===== src/rtl/p251_mul_arb.sv =====
// ---------------------------------------------------------------------------
// p251_mul_arb
//   Two-requester front end for a single shared p251_mul engine. Requests are
//   arbitrated round-robin, the winner's operands are issued to the engine one
//   cycle later, and the winner's id is queued in a tag FIFO. Results come
//   back from the engine in issue order. Each result is steered to the
//   requester at the FIFO head as a one-cycle response pulse.
//
// Ports
//   clk, rst_n          clock, asynchronous active-low reset
//   req_valid[1:0]      per-requester request
//   req_in_1/2[15:0]    operands, byte i belongs to requester i
//   req_ready[1:0]      per-requester accept (combinational, one-hot or zero)
//   resp_valid[1:0]     one-cycle result pulse to requester i
//   resp_out[7:0]       result byte accompanying resp_valid
//   mul_start           issue strobe to p251_mul
//   mul_in_1/2[7:0]     operands to p251_mul
//   mul_out[7:0]        p251_mul result
//   mul_done            p251_mul result strobe (in issue order)
//   err                 sticky flag: result strobe seen with no op in flight
// ---------------------------------------------------------------------------
module p251_mul_arb #(
    parameter int DEPTH = 4
) (
    input  logic        clk,
    input  logic        rst_n,
    input  logic [1:0]  req_valid,
    input  logic [15:0] req_in_1,
    input  logic [15:0] req_in_2,
    output logic [1:0]  req_ready,
    output logic [1:0]  resp_valid,
    output logic [7:0]  resp_out,
    output logic        mul_start,
    output logic [7:0]  mul_in_1,
    output logic [7:0]  mul_in_2,
    input  logic [7:0]  mul_out,
    input  logic        mul_done,
    output logic        err
);

    localparam int PW = (DEPTH > 1) ? $clog2(DEPTH) : 1;
    localparam int CW = $clog2(DEPTH + 1);

    logic          tag_mem [DEPTH];
    logic [PW-1:0] wr_ptr;
    logic [PW-1:0] rd_ptr;
    logic [CW-1:0] count;
    logic          last_grant;

    logic [1:0]    grant;
    logic          accept;
    logic          acc_id;
    logic          pop;
    logic          head_id;

    // Round-robin: with both valid, the one that did not win last time goes.
    // NOTE: every combinational output gets a default first so no latch is
    // inferred for the unlisted cases.
    always_comb begin
        grant = 2'b00;
        case (req_valid)
            2'b01:   grant = 2'b01;
            2'b10:   grant = 2'b10;
            2'b11:   grant = last_grant ? 2'b01 : 2'b10;
            default: grant = 2'b00;
        endcase
    end

    // Uses the registered count, so a pop this cycle only frees a slot for
    // the next cycle. Forced low while reset is held.
    assign req_ready = (rst_n && (count < CW'(DEPTH))) ? grant : 2'b00;
    assign accept    = |(req_valid & req_ready);
    assign acc_id    = req_ready[1];
    assign pop       = mul_done && (count != '0);
    assign head_id   = tag_mem[rd_ptr];

    // NOTE: the tag storage has no reset; only pointers and count define
    // which entries are live, so stale contents are never observed.
    always_ff @(posedge clk) begin
        if (accept) begin
            tag_mem[wr_ptr] <= acc_id;
        end
    end

    // NOTE: all sequential state uses non-blocking assignments so every
    // register samples pre-edge values regardless of statement order.
    always_ff @(posedge clk or negedge rst_n) begin
        if (!rst_n) begin
            wr_ptr     <= '0;
            rd_ptr     <= '0;
            count      <= '0;
            last_grant <= 1'b1;
            mul_start  <= 1'b0;
            mul_in_1   <= '0;
            mul_in_2   <= '0;
            resp_valid <= 2'b00;
            resp_out   <= '0;
            err        <= 1'b0;
        end else begin
            mul_start <= accept;
            if (accept) begin
                last_grant <= acc_id;
                wr_ptr     <= wr_ptr + 1'b1;
                mul_in_1   <= acc_id ? req_in_1[15:8] : req_in_1[7:0];
                mul_in_2   <= acc_id ? req_in_2[15:8] : req_in_2[7:0];
            end

            if (pop) begin
                rd_ptr <= rd_ptr + 1'b1;
            end

            case ({accept, pop})
                2'b10:   count <= count + 1'b1;
                2'b01:   count <= count - 1'b1;
                default: count <= count;
            endcase

            resp_valid <= pop ? (head_id ? 2'b10 : 2'b01) : 2'b00;
            if (pop) begin
                resp_out <= mul_out;
            end

            // A result strobe with nothing in flight is a protocol error.
            if (mul_done && (count == '0)) begin
                err <= 1'b1;
            end
        end
    end

endmodule

===== config.mk =====
export PLATFORM = sky130hd
export DESIGN_NAME = p251_mul_arb
export DESIGN_NICKNAME = d
export VERILOG_FILES = /design/src/rtl/p251_mul_arb.sv
export SDC_FILE = /design/constraint.sdc
export NUM_CORES = 1
export LEC_CHECK = 0
export ABC_CLOCK_PERIOD_IN_PS = 3770
export CAP_MARGIN = 10
export CORE_MARGIN = 4
export CORE_UTILIZATION = 45
export CTS_CLUSTER_DIAMETER = 80
export DETAILED_ROUTE_END_ITERATION = 16
export PLACE_DENSITY_LB_ADDON = 0.12
export SETUP_SLACK_MARGIN = 0.15
export SYNTH_ARGS = -nofsm -noshare
export SYNTH_HDL_FRONTEND = slang
export SYNTH_SLANG_ARGS = --single-unit

===== constraint.sdc =====
create_clock -name clk -period 3.77 [get_ports clk]
set_clock_uncertainty 0.2 [all_clocks]
set_input_delay 0.754 -clock clk [delete_from_list [all_inputs] [get_ports clk]]
set_output_delay 0.754 -clock clk [all_outputs]
set_load 0.05 [all_outputs]

==> results_tabular.tex, run 1 <==
\begin{tabular}{lr}
\hline
Metric & Value \\
\hline
\multicolumn{2}{l}{\textbf{Worst hold path}} \\
Hold-critical path endpoint & err\$\_DFFE\_PN0P\_ \\
Hold-critical path depth & 1 \\
Worst hold-check path type & reg2reg \\
Hold path startpoint & err\$\_DFFE\_PN0P\_ \\
\multicolumn{2}{l}{\textbf{Synthesis}} \\
Register bit count reported by yosys & 40 \\
Sequential fraction of the synthesis area & 0.5425 \\
Warnings, synthesis & 0 \\
Syn\_area\_per\_cell & 11.56 µm² \\
Synthesized cell area & between 1500 and 2000 µm² \\
Synthesized instance count & approximately 160 \\
Synth cell types & 31 \\
Number of nets produced by synthesis & $\sim$210 \\
\multicolumn{2}{l}{\textbf{Layout}} \\
Relative area change from synthesis to final layout & 47.68\% \\
Number of antenna cells inserted & 0 \\
Leading cell types in the layout, fill and taps excluded & 71 x clkdlybuf4s50\_1, 35 x dfrtp\_1, 33 x nand3\_1 \\
Final Util & 0.6907 \\
Layout cells sized above 1 & 0.1255 \\
Most common library cell in the layout ignoring fill and taps & clkdlybuf4s50\_1 \\
\# nets final & between 200 and 300 \\
Final standard cell count with taps included and fillers excluded & 289 \\
Final design instance area without fill & roughly 2800 µm² \\
Filler cells & 303 \\
\multicolumn{2}{l}{\textbf{Run status}} \\
Result of the run & finished, final reports clean \\
\multicolumn{2}{l}{\textbf{Die}} \\
Die H & 72.71 µm \\
Effective utilization at floorplan & 0.4677 \\
Count of pins on the block boundary & between 70 and 80 \\
X dimension of the die & just over 70 µm \\
Std cell rows & 23 \\
Core area & 4029 µm² \\
Full die area & 5287 µm² \\
\multicolumn{2}{l}{\textbf{CTS}} \\
Hold buffer count at CTS & 0 \\
Bufs on Longest Clock Path & 2 \\
Number of buffers created by CTS & 5 \\
Clock Sink Count & 40 \\
CTS Root Cell & clkbuf\_8 \\
H-tree depth & 2 \\
\# resized after CTS & 0 \\
Clock network latency to the later pin of the worst-skew pair & slightly below 0.3 ns \\
Clock tree from TritonCTS & built \\
Post-CTS setup-driven buffer insertion count & 0 \\
Clock Pin Slew Worst Setup and Hold Paths & approximately 0.08 ns \\
\multicolumn{2}{l}{\textbf{Worst setup path}} \\
Source of the critical timing path & req\_valid[1] \\
Critical path data required time & 2.82 ns \\
R2r setup slk & between 1 and 1.5 ns \\
Startpoint class of the critical path & input pin \\
Worst reg2reg path endpoint & count[2]\$\_DFFE\_PN0P\_ \\
R2R depth & 8 \\
Type of the worst setup path & in2out \\
Critical R2R Launch & count[2]\$\_DFFE\_PN0P\_ \\
Maximum fanout along the worst path & 18 \\
Worst path arrival time & 2.12 ns \\
Critical path capture point type & primary output \\
\multicolumn{2}{l}{\textbf{STA}} \\
Final Max Slew Viols & 0 \\
RSZ-0062 raised after global routing & no \\
Slew HR & 0.5156 \\
Share of the cycle needed by the critical path after routing & 0.8159 \\
Fmax & $\sim$330 MHz \\
Final worst slack & roughly 0.7 ns \\
Hold violation count in the final report & 0 \\
Time the worst path needs with I/O delays and setup & 3.076 ns \\
Fin Hold WS & around 0.26 ns \\
Worst-margin pin slew & just over 0.7 ns \\
Final setup violating endpoints & 0 \\
Total negative setup slack & 0 ns \\
\multicolumn{2}{l}{\textbf{Power}} \\
Power consumption & about 2.4 mW \\
Switching component of the power & 1.051 mW \\
Clock group share of total power & 0.145 \\
Internal cell power & approximately 1.3 mW \\
Peak supply drop & 0.6005 mV \\
Power density of the placed cells & approximately 850 nW/µm² \\
Portion of total power attributed to sequential cells & 0.314 \\
Switching share of power & 0.4464 \\
Relative contribution of combinational cells to total power & 0.541 \\
Leakage Power & between 1 and 1.5 nW \\
\multicolumn{2}{l}{\textbf{Route}} \\
Post-route DRC & 0 \\
Aggregate routed wire length & 4478 µm \\
Remaining number of nets flagged by the antenna check after routing & 0 \\
Count of routing violations after the opening detailed-route iteration & between 50 and 60 \\
Post-detailed-route wirelength per cell & 15.49 µm \\
Via count of the routed design & around 1,500 \\
Via density & around 5.3 \\
Drt first pass iters & 4 \\
\multicolumn{2}{l}{\textbf{Placed design}} \\
Final HPWL from detailed placement & 3299 µm \\
Buffers on Ports & 74 \\
Worst setup slack after placement & roughly 0.71 ns \\
Last weighted congestion value of the routability-driven placer & between 0.7 and 0.8 \\
Area after DPL & $\sim$2700 µm² \\
Number of cells in the design after placement & around 280 \\
\multicolumn{2}{l}{\textbf{Global route}} \\
Number of antenna violations at the first check in global routing & 0 \\
Wire length of the first global-routing pass & around 7500 µm \\
Aggregate global-route resource usage & 0.1829 \\
Final global-route overflow total & 0 \\
Pin count of the biggest net entering global routing & 37 \\
Number of global-route vias before repair & approximately 1,600 \\
\multicolumn{2}{l}{\textbf{Job}} \\
Max-capacitance violation count & 0 \\
\hline
\end{tabular}
[power groups by stage]
stage	combinational (mW)	clock (mW)	sequential, mW
3_3_place_gp	1.25	0	0.735
6_report	1.27	0.342	0.739
4_1_cts	1.29	0.350	0.741
5_1_grt	1.36	0.365	0.763
2_1_floorplan	0.404	0	1.19
3_5_place_dp	1.28	0	0.748
[layer usage]
layer | vias to the layer above | share of wire | wire (µm) | GRT usage
met5 | - | 0 | 0 | 0
met4 | 0 | 0.026 | 115 | 0.08197
met3 | 12 | 0.080 | 357 | 0.04683
met2 | 65 | 0.49 | 2214 | 0.3216
met1 | 724 | 0.40 | 1790 | 0.2077
li1 | 719 | - | - | -
[final cells by class]
| class | instances | area [µm²] | share of cell area |
|---|---|---|---|
| inverters | 22 | 82.58 | 0.02968 |
| flip-flops and latches | 40 | 1022 | 0.3674 |
| well taps | 50 | 62.56 | 0.02248 |
| clock buffers | 5 | 68.82 | 0.02473 |
| repair buffers | 79 | 793.3 | 0.2851 |
| clock inverters | 3 | 42.54 | 0.01529 |
| multi-input cells | 90 | 710.7 | 0.2554 |
[state kept, by name, summed over array words and instances, names as in the netlist]
| name | flops |
|---|---|
| mul_in_1 | 8 |
| mul_in_2 | 8 |
| resp_out | 8 |
| tag_mem | 4 |
| count | 3 |
| rd_ptr | 2 |
| resp_valid | 2 |
| wr_ptr | 2 |
| err | 1 |
| last_grant | 1 |
| mul_start | 1 |
[worst max path at each step]
stage | cells past startpoint | end | slack (ns)
floorplan | 3 | req_ready[0] | 1.04
global placement | 4 | req_ready[1] | 0.74
detailed placement | 4 | req_ready[1] | 0.71
CTS | 4 | req_ready[1] | 0.70
global route | 4 | req_ready[1] | 0.61
finish | 4 | req_ready[1] | 0.69
[worst max-delay path, cell delays in order]
cell             delay (ns)
clkdlybuf4s50_1        0.47
a21boi_4               0.45
and2_1                 0.28
buf_12                 0.16
[synth_stat cells]
| library cell | instances | area (µm²) |
|---|---|---|
| clkbuf_1 | 2 | 7.510 |
| nand2_1 | 1 | 3.750 |
| and3_1 | 4 | 25.02 |
| edfxtp_1 | 4 | 120.1 |
| or2_1 | 1 | 6.260 |
| mux2_2 | 3 | 33.78 |
| dfrtp_1 | 35 | 875.8 |
| inv_1 | 21 | 78.83 |
| xnor2_1 | 3 | 26.28 |
| nand3_1 | 33 | 165.2 |
| dfstp_2 | 1 | 26.28 |
| nor2_1 | 2 | 7.510 |
| o21ai_0 | 1 | 5.000 |
| inv_2 | 1 | 3.750 |
| nor3_1 | 1 | 5.000 |
| buf_4 | 5 | 37.54 |
| o221ai_1 | 16 | 140.1 |
| mux2i_1 | 1 | 10.01 |
| xor2_1 | 3 | 26.28 |
| a21boi_4 | 1 | 18.77 |
| a21o_1 | 2 | 15.01 |
| fa_1 | 1 | 20.02 |
| nand2_2 | 1 | 6.260 |
| and2_1 | 2 | 12.51 |
| buf_2 | 3 | 15.01 |
| o31a_1 | 1 | 8.760 |
| buf_6 | 1 | 11.26 |
| ha_1 | 5 | 62.56 |
| mux2_4 | 5 | 75.07 |
| nor2b_1 | 2 | 12.51 |
| mux4_2 | 1 | 22.52 |
[cell families after synthesis]
family,synth area share
AND/OR/NAND/NOR,0.1295
buffers and inverters,0.08167
multiplexers,0.07503
AO/OA/AOI/OAI,0.09960
flip-flops,0.5425
adder cells (fa/ha/maj),0.04383
XOR/XNOR,0.02789
Power figures use the tool's default switching activity.
==> inputs of run 2 (changes only) <==
--- a/config.mk
+++ b/config.mk
@@ -5,10 +5,10 @@
 export SDC_FILE = /design/constraint.sdc
 export NUM_CORES = 1
 export LEC_CHECK = 0
-export ABC_CLOCK_PERIOD_IN_PS = 3770
+export ABC_CLOCK_PERIOD_IN_PS = 2500
 export CAP_MARGIN = 10
 export CORE_MARGIN = 4
-export CORE_UTILIZATION = 45
+export CORE_UTILIZATION = 39
 export CTS_CLUSTER_DIAMETER = 80
 export DETAILED_ROUTE_END_ITERATION = 16
 export PLACE_DENSITY_LB_ADDON = 0.12
==> constraint.sdc (replaced) <==
create_clock -name clk -period 2.5 [get_ports clk]
set_clock_uncertainty 0.2 [all_clocks]
set_input_delay 0.5 -clock clk [delete_from_list [all_inputs] [get_ports clk]]
set_output_delay 0.5 -clock clk [all_outputs]
set_load 0.05 [all_outputs]
==> run 2 against run 1 <==
- sequential power is 50% higher
- via count stayed put
- largest cell class unchanged
- highest routed layer unchanged
- largest power group unchanged
- wire length is 0.20% lower
==> results_tabular.tex, run 2 (synthesis gave the netlist of run 1 again) <==
\begin{tabular}{lr}
\hline
Metric & Value \\
\hline
\multicolumn{2}{l}{\textbf{Die}} \\
Std cell rows & 25 \\
X dimension of the die & between 70 and 80 µm \\
Count of pins on the block boundary & 75 \\
Full die area & approximately 6000 µm² \\
Die H & roughly 78 µm \\
Core area & 4692 µm² \\
Effective utilization at floorplan & 0.4016 \\
\multicolumn{2}{l}{\textbf{STA}} \\
Share of the cycle needed by the critical path after routing & 0.9273 \\
Final Max Slew Viols & 0 \\
Slew HR & 0.6530 \\
Fmax & 431.4 MHz \\
Final setup violating endpoints & 0 \\
Fin Hold WS & about 0.068 ns \\
Time the worst path needs with I/O delays and setup & about 2.3 ns \\
Total negative setup slack & 0 ns \\
RSZ-0062 raised after global routing & yes \\
Hold violation count in the final report & 0 \\
Worst-margin pin slew & 0.5188 ns \\
\multicolumn{2}{l}{\textbf{Worst setup path}} \\
Critical Path Max Stage Delay & 0.47 ns \\
Worst reg2reg path endpoint & count[2]\$\_DFFE\_PN0P\_ \\
Critical R2R Launch & count[2]\$\_DFFE\_PN0P\_ \\
Critical path data required time & between 1.5 and 2 ns \\
Critical path capture point type & primary output \\
Sequence of cells on the critical path & clkdlybuf4s50\_1 -> buf\_4 -> a21boi\_4 -> and2\_4 -> buf\_12 \\
Startpoint class of the critical path & input pin \\
Source of the critical timing path & req\_valid[1] \\
R2r setup slk & between 0.6 and 0.7 ns \\
Maximum fanout along the worst path & 4 \\
Worst path arrival time & 1.62 ns \\
Type of the worst setup path & in2out \\
Slowest cell on the critical path & clkdlybuf4s50\_1 \\
Endpoint of the worst setup timing path & req\_ready[1] \\
R2R depth & 7 \\
\multicolumn{2}{l}{\textbf{Layout}} \\
Layout cells sized above 1 & 0.1545 \\
Relative area change from synthesis to final layout & 51.26\% \\
Leading cell types in the layout, fill and taps excluded & 71 x clkdlybuf4s50\_1, 35 x dfrtp\_1, 33 x nand3\_1 \\
Registers with the highest flip-flop counts & mul\_in\_1 x8, mul\_in\_2 x8, resp\_out x8 \\
Number of antenna cells inserted & 0 \\
\# nets final & slightly below 300 \\
Final Util & 0.6075 \\
Most common library cell in the layout ignoring fill and taps & clkdlybuf4s50\_1 \\
\multicolumn{2}{l}{\textbf{CTS}} \\
Post-CTS setup-driven buffer insertion count & 0 \\
Clock Sink Count & 40 \\
Clock Pin Slew Worst Setup and Hold Paths & about 0.07 ns \\
CTS Root Cell & clkbuf\_8 \\
Bufs on Longest Clock Path & 2 \\
Number of buffers created by CTS & 5 \\
Clock tree from TritonCTS & built \\
H-tree depth & 2 \\
Hold buffer count at CTS & 0 \\
Clock network latency to the later pin of the worst-skew pair & roughly 0.28 ns \\
\multicolumn{2}{l}{\textbf{Global route}} \\
Final global-route overflow total & 0 \\
Number of antenna violations at the first check in global routing & 0 \\
Number of global-route vias before repair & between 1,500 and 2,000 \\
Wire length of the first global-routing pass & 7369 µm \\
Pin count of the biggest net entering global routing & 37 \\
Aggregate global-route resource usage & 0.1525 \\
\multicolumn{2}{l}{\textbf{Route}} \\
Remaining number of nets flagged by the antenna check after routing & 0 \\
Aggregate routed wire length & around 4500 µm \\
Wire length on met1 & approximately 1900 µm \\
Post-detailed-route wirelength per cell & approximately 15 µm \\
Drt first pass iters & 4 \\
Via count of the routed design & between 1,500 and 2,000 \\
Via density & about 5 \\
Post-route DRC & 0 \\
Met3 Routed Length & around 310 µm \\
Count of routing violations after the opening detailed-route iteration & 36 \\
Met2 routed wirelength & between 2000 and 2500 µm \\
Highest routed layer & met4 \\
\multicolumn{2}{l}{\textbf{Placed design}} \\
Last weighted congestion value of the routability-driven placer & between 0.7 and 0.8 \\
Final HPWL from detailed placement & roughly 3300 µm \\
Buffers on Ports & 74 \\
\multicolumn{2}{l}{\textbf{Power}} \\
Power density of the placed cells & roughly 1300 nW/µm² \\
Peak supply drop & between 0.6 and 0.7 mV \\
Leakage Power & approximately 1.2 nW \\
\multicolumn{2}{l}{\textbf{Job}} \\
Max-capacitance violation count & 0 \\
\multicolumn{2}{l}{\textbf{Run status}} \\
Result of the run & finished, final reports clean \\
\multicolumn{2}{l}{\textbf{Worst hold path}} \\
Worst hold-check path type & in2async \\
\hline
\end{tabular}
[run 2: per-stage QoR]
stage / cells / area [µm²] / power (mW) / worst slack (ns)
2_1_floorplan: 163 / 1884 / 2.406 / 0.2796
3_3_place_gp: 292 / 2729 / 3.021 / -0.0007359
3_5_place_dp: 292 / 2729 / 3.075 / -0.04288
4_1_cts: 300 / 2850 / 3.623 / 0.1605
5_1_grt: 300 / 2850 / 3.794 / 0.1284
6_report: 300 / 2850 / 3.580 / 0.1818
[run 2: where the power goes]
group | total (mW) | internal, mW | switching (mW)
registers | 1.11 | 0.940 | 0.166
clock network | 0.530 | 0.321 | 0.209
logic | 1.94 | 0.755 | 1.19
total | 3.58 | 2.02 | 1.56
[run 2: area by class of cell]
| cell class | instances | area (µm²) |
|---|---|---|
| Multi-Input combinational cell | 90 | 715.7 |
| Fill cell | 391 | 1842 |
| Clock buffer | 6 | 82.58 |
| Timing Repair Buffer | 86 | 845.8 |
| Inverter | 22 | 82.58 |
| Sequential cell | 40 | 1022 |
| Tap cell | 54 | 67.56 |
| Clock inverter | 2 | 33.78 |
[run 2: critical path: cells and delay by family]
kind,cells,cell delay (ns)
AOI/OAI and AO/OA,1,0.22
buffers and inverters,3,0.70
and+or+nand+nor,1,0.20
[run 2: how the worst min path moves through the flow]
| stage | startpoint | to | slack (ns) | cells after the start |
|---|---|---|---|---|
| after floorplan | rst_n | count[0]$_DFFE_PN0P_ | 0.004 | 0 |
| after global placement | err$_DFFE_PN0P_ | err$_DFFE_PN0P_ | 0.24 | 1 |
| after detailed placement | err$_DFFE_PN0P_ | err$_DFFE_PN0P_ | 0.25 | 1 |
| after CTS | rst_n | resp_valid[1]$_DFF_PN0_ | 0.08 | 2 |
| after global routing | rst_n | resp_out[7]$_DFFE_PN0P_ | 0.1 | 2 |
| final | rst_n | resp_out[7]$_DFFE_PN0P_ | 0.07 | 2 |
[run 2: what timing repair did]
item,4_1_cts,5_1_grt
pin swaps,0,0
endpoints found under the setup margin,2,1
gates resized for setup,2,0
cloned,0,0
[run 2: per-layer routing]
layer | GRT usage | vias up
met5 | 0 | -
met3 | 0.04640 | 6
met4 | 0.04982 | 0
li1 | - | 733
met1 | 0.1767 | 726
met2 | 0.2677 | 55
==> inputs of run 3 (changes only) <==
--- a/config.mk
+++ b/config.mk
@@ -11,8 +11,9 @@
 export CORE_UTILIZATION = 39
 export CTS_CLUSTER_DIAMETER = 80
 export DETAILED_ROUTE_END_ITERATION = 16
+export GPL_TIMING_DRIVEN = 1
 export PLACE_DENSITY_LB_ADDON = 0.12
-export SETUP_SLACK_MARGIN = 0.15
+export SETUP_SLACK_MARGIN = 0.2
 export SYNTH_ARGS = -nofsm -noshare
 export SYNTH_HDL_FRONTEND = slang
 export SYNTH_SLANG_ARGS = --single-unit
==> run 3 against run 2 <==
- worst hold slack barely moved
- critical path type is now in2reg
- clock power barely moved
- flip-flop and latch count did not move
- largest cell class unchanged
==> results_tabular.tex, run 3 (synthesis gave the netlist of run 1 again) <==
\begin{tabular}{lr}
\hline
Metric & Value \\
\hline
\multicolumn{2}{l}{\textbf{Run status}} \\
Result of the run & finished, final reports clean \\
\multicolumn{2}{l}{\textbf{Route}} \\
Post-route DRC & 0 \\
Aggregate routed wire length & around 4500 µm \\
Count of routing violations after the opening detailed-route iteration & $\sim$40 \\
Drt first pass iters & 4 \\
Via count of the routed design & 1,546 \\
Post-detailed-route wirelength per cell & about 15 µm \\
Via density & $\sim$5 \\
Remaining number of nets flagged by the antenna check after routing & 0 \\
\multicolumn{2}{l}{\textbf{Global route}} \\
Wire length of the first global-routing pass & 7369 µm \\
Final global-route overflow total & 0 \\
Number of antenna violations at the first check in global routing & 0 \\
Aggregate global-route resource usage & 0.1525 \\
Pin count of the biggest net entering global routing & 37 \\
Number of global-route vias before repair & roughly 1,600 \\
\multicolumn{2}{l}{\textbf{Layout}} \\
Most common library cell in the layout ignoring fill and taps & clkdlybuf4s50\_1 \\
Total area of multi-input combinational cells & 723.2 µm² \\
Filler cells & approximately 390 \\
Layout cells sized above 1 & 0.1619 \\
Register Area & 1022 µm² \\
Registers with the highest flip-flop counts & mul\_in\_1 x8, mul\_in\_2 x8, resp\_out x8 \\
Final design instance area without fill & approximately 2900 µm² \\
Relative area change from synthesis to final layout & 52.72\% \\
Leading cell types in the layout, fill and taps excluded & 69 x clkdlybuf4s50\_1, 35 x dfrtp\_1, 33 x nand3\_1 \\
\# nets final & around 300 \\
Number of antenna cells inserted & 0 \\
\multicolumn{2}{l}{\textbf{Worst setup path}} \\
Critical path data required time & 2.52 ns \\
Worst path arrival time & 2.22 ns \\
Maximum fanout along the worst path & 2 \\
Top cell by count, worst path & xor2\_1 \\
Sequence of cells on the critical path & clkdlybuf4s50\_1 -> o31a\_1 -> ha\_2 -> inv\_1 -> fa\_1 -> xor2\_1 -> nor2\_1 -> xor2\_1 \\
Startpoint class of the critical path & input pin \\
Critical path capture point type & flip-flop \\
Slowest cell on the critical path & clkdlybuf4s50\_1 \\
Critical Path Max Stage Delay & 0.48 ns \\
Type of the worst setup path & in2reg \\
\multicolumn{2}{l}{\textbf{Die}} \\
X dimension of the die & between 70 and 80 µm \\
Count of pins on the block boundary & between 70 and 80 \\
Effective utilization at floorplan & 0.4016 \\
Full die area & 6008 µm² \\
Core area & 4692 µm² \\
Die H & $\sim$78 µm \\
Std cell rows & 25 \\
\multicolumn{2}{l}{\textbf{Job}} \\
Max-capacitance violation count & 0 \\
\multicolumn{2}{l}{\textbf{Placed design}} \\
Last weighted congestion value of the routability-driven placer & a little over 0.7 \\
Final HPWL from detailed placement & 3332 µm \\
Buffers on Ports & 74 \\
Area after DPL & 2729 µm² \\
\multicolumn{2}{l}{\textbf{Power}} \\
Internal cell power & a little over 2 mW \\
Clock group share of total power & 0.147 \\
Power density of the placed cells & between 1000 and 1500 nW/µm² \\
Peak supply drop & 0.6077 mV \\
Switching share of power & 0.4371 \\
Switching component of the power & about 1.6 mW \\
Power consumption & around 3.6 mW \\
Leakage Power & between 1 and 1.5 nW \\
Relative contribution of combinational cells to total power & 0.546 \\
Portion of total power attributed to sequential cells & 0.307 \\
\multicolumn{2}{l}{\textbf{STA}} \\
Share of the cycle needed by the critical path after routing & 0.8814 \\
Fin Hold WS & between 0.06 and 0.07 ns \\
RSZ-0062 raised after global routing & no \\
Time the worst path needs with I/O delays and setup & about 2.2 ns \\
Fmax & $\sim$450 MHz \\
Slew HR & 0.6532 \\
Final Max Slew Viols & 0 \\
Hold violation count in the final report & 0 \\
Final setup violating endpoints & 0 \\
Worst-margin pin slew & 0.5186 ns \\
\multicolumn{2}{l}{\textbf{CTS}} \\
Clock Sink Count & 40 \\
Clock tree from TritonCTS & built \\
Number of buffers created by CTS & 5 \\
Bufs on Longest Clock Path & 2 \\
H-tree depth & 2 \\
Clock Pin Slew Worst Setup and Hold Paths & approximately 0.070 ns \\
Clock network latency to the later pin of the worst-skew pair & roughly 0.28 ns \\
CTS Root Cell & clkbuf\_8 \\
\multicolumn{2}{l}{\textbf{Worst hold path}} \\
Worst hold-check path type & in2async \\
\hline
\end{tabular}
-- run 3: changes by cell type in the layout (fill, tap and decap cells not counted), sizes merged --
cell / previous run / this run
buf: 15 / 16
dlymetal6s2s: 0 / 2
clkdlybuf4s50: 71 / 69
-- run 3: what timing repair did --
| action | 4_1_cts | 5_1_grt |
|---|---|---|
| setup buffers | 0 | 1 |
| pin swaps | 0 | 2 |
| setup endpoints to repair | 2 | 3 |
| resized for setup | 2 | 6 |
| hold buffers | 0 | 0 |
-- run 3: final cells by class --
class	count	area share
inverters	22	0.02870
repair buffers	87	0.3009
well taps	54	0.02348
clock inverters	2	0.01174
clock buffers	6	0.02870
multi-input cells	90	0.2513
flip-flops and latches	40	0.3552
-- run 3: routing by layer --
layer  track usage  vias to the layer above  share of wire
met2        0.2677                       55           0.50
met4       0.04982                        0          0.016
met5             0                        -              0
met3       0.04640                        8          0.068
met1        0.1767                      747           0.41
li1              -                      736              -
-- run 3: through the flow --
step / setup WS, ns / util / std cells / setup TNS, ns
floorplan: 0.2796 / - / 163 / 0
global route: 0.2144 / 0.6133 / 301 / 0
global placement: -0.0007359 / 0.5816 / 292 / -0.0007359
detailed placement: -0.04288 / 0.5816 / 292 / -0.04288
CTS: 0.1605 / 0.6075 / 300 / 0
finish: 0.2965 / 0.6133 / 301 / 0
-- run 3: power by group through the flow --
| stage | Clock, mW | Sequential, mW | Combinational [mW] |
|---|---|---|---|
| 2_1_floorplan | 0 | 1.80 | 0.610 |
| 3_3_place_gp | 0 | 1.10 | 1.92 |
| 3_5_place_dp | 0 | 1.12 | 1.95 |
| 4_1_cts | 0.543 | 1.11 | 1.97 |
| 5_1_grt | 0.576 | 1.15 | 2.09 |
| 6_report | 0.531 | 1.11 | 1.97 |
-- run 3: final timing paths --
path                                      start                       to  slack [ns]  cells after the start
hold / removal                            rst_n  resp_out[7]$_DFFE_PN0P_        0.07                      2
hold reg to reg                 err$_DFFE_PN0P_          err$_DFFE_PN0P_        0.26                      1
min in group clk                err$_DFFE_PN0P_          err$_DFFE_PN0P_        0.26                      1
max in group asynchronous                 rst_n   last_grant$_DFFE_PN1P_        1.68                      2
setup / recovery                       mul_done     count[2]$_DFFE_PN0P_        0.30                      8
setup reg to reg           count[2]$_DFFE_PN0P_     count[2]$_DFFE_PN0P_        0.55                      7
-- run 3: critical path: cells and delay by family --
kind / cells / cell delay (ns)
adder cells (fa/ha/maj): 2 / 0.58
buffers and inverters: 2 / 0.54
XOR/XNOR: 2 / 0.30
AO/OA/AOI/OAI: 1 / 0.17
AND/OR/NAND/NOR: 1 / 0.12
